## src/rtl/mux_sel_arbiter.sv

```systemverilog
// rtl/mux_sel_arbiter.sv - round-robin arbiter driving a registered 4:1 mux select
// Optional forced-release timeout is built only when ARB_TIMEOUT_EN is defined.
module mux_sel_arbiter #(
    parameter int NUM_REQ        = 4,
    parameter int TIMEOUT_CYCLES = 16
) (
    input  logic       clk,
    input  logic       rst,
    input  logic [3:0] req_i,
    input  logic       done_i,
    output logic [3:0] gnt_o,
    output logic [1:0] sel_o,
    output logic       busy_o,
    output logic       timeout_o
);

    if (NUM_REQ != 4) begin : g_bad_num_req
        $error("mux_sel_arbiter: NUM_REQ must be 4");
    end
    if (TIMEOUT_CYCLES < 2 || TIMEOUT_CYCLES > 255) begin : g_bad_timeout
        $error("mux_sel_arbiter: TIMEOUT_CYCLES must be in 2..255");
    end

    typedef enum logic {IDLE, GRANT} state_t;

    state_t     state_q, state_d;
    logic [1:0] last_q, last_d;
    logic [3:0] gnt_q, gnt_d;
    logic [1:0] sel_q, sel_d;
    logic [7:0] hold_q, hold_d;
    logic       release_now;

    // Rotation base: while granted, the current owner becomes the lowest priority.
    logic [1:0] arb_last;
    logic [3:0] rot_req;
    logic [1:0] rot_off;
    logic [1:0] winner;

    always_comb begin
        arb_last = (state_q == GRANT) ? sel_q : last_q;
        for (int k = 0; k < 4; k++) begin
            rot_req[k] = req_i[2'(arb_last + 2'(k) + 2'd1)];
        end
        rot_off = 2'd0;
        for (int k = 3; k >= 0; k--) begin
            if (rot_req[k]) rot_off = 2'(k);
        end
        winner = 2'(arb_last + 2'd1 + rot_off);
    end

`ifdef ARB_TIMEOUT_EN
    logic forced;
    logic to_q, to_d;
`endif

    always_comb begin
        state_d     = state_q;
        last_d      = last_q;
        gnt_d       = gnt_q;
        sel_d       = sel_q;
        hold_d      = hold_q;
        release_now = 1'b0;
`ifdef ARB_TIMEOUT_EN
        forced      = 1'b0;
        to_d        = 1'b0;
`endif
        case (state_q)
            IDLE: begin
                if (|req_i) begin
                    state_d = GRANT;
                    gnt_d   = 4'(4'b0001 << winner);
                    sel_d   = winner;
                    hold_d  = 8'd0;
                end
            end
            GRANT: begin
                release_now = done_i;
`ifdef ARB_TIMEOUT_EN
                if (!done_i && hold_q == 8'(TIMEOUT_CYCLES - 1)) begin
                    release_now = 1'b1;
                    forced      = 1'b1;
                end
                to_d = forced;
`endif
                if (release_now) begin
                    last_d = sel_q;
                    if (|req_i) begin
                        gnt_d  = 4'(4'b0001 << winner);
                        sel_d  = winner;
                        hold_d = 8'd0;
                    end else begin
                        state_d = IDLE;
                        gnt_d   = 4'b0000;
                    end
                end else if (hold_q != 8'hFF) begin
                    hold_d = hold_q + 8'd1;
                end
            end
            default: state_d = IDLE;
        endcase
    end

    always_ff @(posedge clk) begin
        if (rst) begin
            state_q <= IDLE;
            last_q  <= 2'd3;
            gnt_q   <= 4'b0000;
            sel_q   <= 2'd0;
            hold_q  <= 8'd0;
        end else begin
            state_q <= state_d;
            last_q  <= last_d;
            gnt_q   <= gnt_d;
            sel_q   <= sel_d;
            hold_q  <= hold_d;
        end
    end

`ifdef ARB_TIMEOUT_EN
    always_ff @(posedge clk) begin
        if (rst) to_q <= 1'b0;
        else     to_q <= to_d;
    end
    assign timeout_o = to_q;
`else
    assign timeout_o = 1'b0;
`endif

    assign gnt_o  = gnt_q;
    assign sel_o  = sel_q;
    assign busy_o = (state_q == GRANT);

endmodule
```

## config.mk

```make
export PLATFORM = sky130hd
export DESIGN_NAME = mux_sel_arbiter
export DESIGN_NICKNAME = d
export VERILOG_FILES = /design/src/rtl/mux_sel_arbiter.sv
export SDC_FILE = /design/constraint.sdc
export NUM_CORES = 1
export LEC_CHECK = 0
export ABC_AREA = 1
export BUFFER_PORTS_ARGS = -buffer_cell sky130_fd_sc_hd__buf_2
export CAP_MARGIN = 20
export CORE_MARGIN = 2
export CORE_UTILIZATION = 30
export CTS_BUF_LIST = sky130_fd_sc_hd__clkbuf_8 sky130_fd_sc_hd__clkbuf_16
export CTS_CLUSTER_DIAMETER = 60
export CTS_CLUSTER_SIZE = 10
export DETAILED_ROUTE_END_ITERATION = 10
export PLACE_DENSITY = 0.49
export SLEW_MARGIN = 10
export SYNTH_ARGS = -nofsm -noshare
export SYNTH_HDL_FRONTEND = slang
export SYNTH_SLANG_ARGS = --single-unit
export TNS_END_PERCENT = 5
```

## constraint.sdc

```tcl
create_clock -name clk -period 5.1 [get_ports clk]
set_input_delay 1.53 -clock clk [delete_from_list [all_inputs] [get_ports clk]]
set_output_delay 1.53 -clock clk [all_outputs]
set_load 0.005 [all_outputs]
```

# Yosys cells after proc, flatten, opt, wreduce, memory -nomap -nowiden
# Index checks and enable logic that the tools add are counted.
# classes
add_sub_neg	7
n_mux	23
shift	1
bitwise_logic	1
order_cmp	4
reduce_logical	3
n_eq_ne	2
# op_table
op	count
2-bit two-way mux	7
2-bit by 3-bit less-than comparator with 1-bit output, second input constant	4
4-bit two-way mux	3
2-bit by 1-bit adder with 2-bit output, second input constant	4
1-bit binary-select mux with 2-bit select	4
4-bit one-hot mux with 2 select lines	1
1-bit two-way mux	6
2-bit adder, second input constant	2
2-bit inequality test, second input constant	2
2-bit one-hot mux with 2 select lines	1
2-bit AND reduction	2
4-bit OR reduction	1
1-bit by 2-bit << shifter with 4-bit output, first input constant	1
2-bit adder	1
1-bit one-hot mux with 2 select lines	1
1-bit inverter	1
# totals
out_inout_bits	8
elab_cells	45
register_bits	9
in_bits	7

# Logic depth before layout (Yosys ltp)
# depth
depth_word	14
ltp_mapped	16
ltp_nobuf	16

# Worst setup path before layout
# Ideal clock, no wire load.
# synth_timing
kind	input port to flip-flop
start	input port req_i[2]
end	register sel_q[1] (netlist: sel_o[1])
cell_stages	13
setup_ns	0.113
path_slack_ns	2.208
path_buffers	0
arrival_ns	2.779
required_ns	4.987
path_cell_list	inv_1 > nand3_1 > nand3_1 > nand2_1 > a31oi_1 > nor2_1 > ha_1 > xor2_1 > inv_1 > nand2_2 > nand2_2 > o21ai_1 > inv_1
# synth_via
elab_chain_cells	10
elab_cells_between_ends	17
cone_classes	add/sub (1); mux (15); reduce/logical (1)
# synth_lines
item	line_no	rtl
start: declaration	9	input logic [3:0] req_i,
1-bit binary-select mux with 2-bit select	42	rot_req[k] = req_i[2'(arb_last + 2'(k) + 2'd1)];
1-bit two-way mux (implied by the code)	42	
2-bit two-way mux (4 in series)	46	if (rot_req[k]) rot_off = 2'(k);
2-bit adder	48	winner = 2'(arb_last + 2'd1 + rot_off);
2-bit two-way mux *	69, 87	
2-bit two-way mux	85	if (release_now) begin
2-bit one-hot mux with 2 select lines *	67	case (state_q)
end signal: assignment	114	sel_q <= sel_d;
end: declaration	29	logic [1:0] sel_q, sel_d;
# Mark *: on every way between the ends. The rest lies on a longest branch, timed or not. The select of a mux whose other input is x is not followed.
# A chain may end at the register's enable or synchronous reset.

# Final worst setup path
# Same ends and word-level chain as after synthesis.

==> impl_metrics.tcl <==
set metrics [dict create \
    rsz0062_at_grt "no" \
    r2r-start "busy_o" \
    yosysUniqueCellTypes 23 \
    yosys.area.top_type "dfxtp_1" \
    rr_worst_depth 16 \
    synth_edf_count 0 \
    start_util_pct 31.2 \
    end_kind "flip-flop" \
    root_buffer "clkbuf_8" \
    diodes 0 \
    yosysTopAreaCellShare_pct 26.6 \
    fill_cells 257 \
    grt_max_degree 10 \
    detail_route.iter0.violations 13 \
    hold_viol 0 \
    clock-sinks 9 \
    ir_drop_mv 0.212 \
    powerDensity_mw_per_mm2 384 \
    synth.most_common_cell "nand2_1" \
    max_slew_margin_pct 65.1 \
    vias_per_cell 4.48 \
    clk_pin_slew_ns 0.04 \
    syn_inst 110 \
    gp_congestion 0.791 \
    groute.usage.overall_pct 12.3 \
    yosys-top-cells-area "dfxtp_1 (27%), nand2_1 (24%), nand2_2 (8.3%)" \
    worst_r2r_endpoint "sel_o[1]" \
    crit_type "input port to flip-flop" \
    ctsResizeCount 0 \
    drc 0 \
    die_x_um 51.5 \
    clkLatencyLatePin_ns 0.23 \
    nets 134 \
    avgSynthCellArea_um2 6.15 \
    h-tree-depth 1 \
    setup_tns_ns 0 \
    first_pass_iters 4 \
    coreArea_mm2 0.00217 \
    cts-buffers-inserted 3 \
    required_ns 5.23 \
    grt_pass1_wl_mm 2.37 \
    status "complete, no violations" \
    area_delta_synth_final_pct 19.8 \
    drv_slew 0 \
    die_area_mm2 0.00265 \
    synthFlopType "dfxtp_1" \
    first_global_vias 565 \
    cts_tree "yes" \
    worstMarginPinSlew_ns 0.518 \
    drive_above_1_share_pct 25.6 \
    post_drt_wl_per_cell_um 9.41 \
    period_minus_slack_ns 2.90 \
    startpoint "req_i[2]" \
    ios 15 \
    path_max_fanout 3 \
    synthesis.area_um2 677 \
    antenna_found_initial 0 \
    ant_nets 0 \
    period_share_pct 56.8 \
    drt_wl_total_mm 1.44 \
    critPathLaunchType "input port" \
    fmax_mhz 345 \
    maxCapViolCount 0 \
    port_buffers 13 \
    cp-endpoint "sel_o[1]" \
    dpl.hpwl_mm 1.16 \
    vias 686 \
    cts.path.max_buffers 2 \
    arrival_ns 3.02 \
    ys_seq_area_share_pct 26.6 \
    rrSetupSlack_ns 2.96 \
    synthTopCellsByCount "nand2_1 (43), inv_1 (12), dfxtp_1 (9), nand2_2 (9)" \
    fin_worst_skew_ns 0.00139 \
    ys_ff_latch 9 \
    grt-ovfl-total 0 \
    hold_class "flip-flop to flip-flop" \
    row_count 17 \
    yosys_warnings 0 \
    setup_violations 0 \
    syn-num-nets 118 \
    hold_buffers 0 \
    hold_ws_ns 0.462 \
    post-cts-setup-buffers 0 \
    leakage_nw 0.449 \
    async_reset_ff_share_pct 0 \
    die_h_um 51.5 \
]
## metal layers
metal / wire length, um / global-route usage, % / vias to the layer above
met4: 43 / 9.21 / 0
met5: 0 / 0 / -
met1: 682 / 15.5 / 286
li1: - / - / 375
met2: 619 / 18.4 / 20
met3: 94 / 2.59 / 5
## kinds of logic (layout without fill, tap and decap cells)
kind of cell,count (synthesis),after routing,share of synthesized area [%]
other,1,1,0.554
AOI/OAI and AO/OA,15,15,12.9
xor gates and xnor gates,1,1,1.29
buffers and inverters,15,30,8.87
adders and majority gates,1,1,1.85
DFF,9,9,26.6
and+or+nand+nor,68,68,47.9
## critical path: stages
cell,delay [ns]
buf_2,0.11
inv_1,0.09
nand3_1,0.10
nand3_1,0.09
nand2_1,0.10
a31oi_1,0.15
nor2_1,0.06
ha_1,0.19
xor2_1,0.22
inv_1,0.08
nand2_2,0.09
nand2_2,0.07
o21ai_1,0.12
inv_1,0.04
## per-stage QoR
| stage | utilization, % | cell area (um^2) | worst slack [ns] | power, mW | std cells |
|---|---|---|---|---|---|
| after floorplan | - | 677 | 2.21 | 0.199 | 110 |
| after global placement | 35.3 | 766 | 1.98 | 0.232 | 149 |
| after detailed placement | 35.3 | 766 | 1.95 | 0.232 | 149 |
| after CTS | 37.4 | 811 | 2.19 | 0.317 | 153 |
| after global routing | 37.4 | 811 | 2.02 | 0.340 | 153 |
| final | 37.4 | 811 | 2.20 | 0.311 | 153 |
## power breakdown
part	total (mW)	leakage, nW	internal [mW]	switching (mW)
Clock	0.0816	0.0269	0.0525	0.0291
Sequential	0.0945	0.0745	0.0851	0.00933
Combinational	0.135	0.348	0.0519	0.0835
Total	0.311	0.449	0.190	0.122
## flip-flops by register name, indices dropped and copies added (netlist names)
signal / count
busy_o: 1
gnt_o: 4
last_q: 2
sel_o: 2
## worst min-delay path by stage
stage,startpoint,to,cells past startpoint
floorplan,gnt_o[0],gnt_o[0],2
global placement,gnt_o[2],gnt_o[2],2
detailed placement,gnt_o[1],gnt_o[1],2
CTS,gnt_o[1],gnt_o[1],2
global route,gnt_o[2],gnt_o[2],2
finish,gnt_o[1],gnt_o[1],2
## cells in the final DEF (no fill, tap or decap), drive strengths merged
cell    count
a31oi       1
a21oi       7
xor2        1
o21ai       4
ha          1
inv        14
conb        1
buf        13
nor2        5
nand4       1
dfxtp       9
clkbuf      3
nand2      55
o21bai      2
a211oi      1
nand3       7
## area by class of cell
| cell class | instances | area, um^2 | share of cell area [%] |
|---|---|---|---|
| Clock inverter | 1 | 3.75 | 0.463 |
| Multi-Input combinational cell | 86 | 437 | 53.9 |
| Clock buffer | 3 | 41.3 | 5.09 |
| Tap cell | 28 | 35.0 | 4.32 |
| Timing Repair Buffer | 13 | 65.1 | 8.02 |
| Inverter | 13 | 48.8 | 6.02 |
| Sequential cell | 9 | 180 | 22.2 |
(Power assumes the default switching activity.)
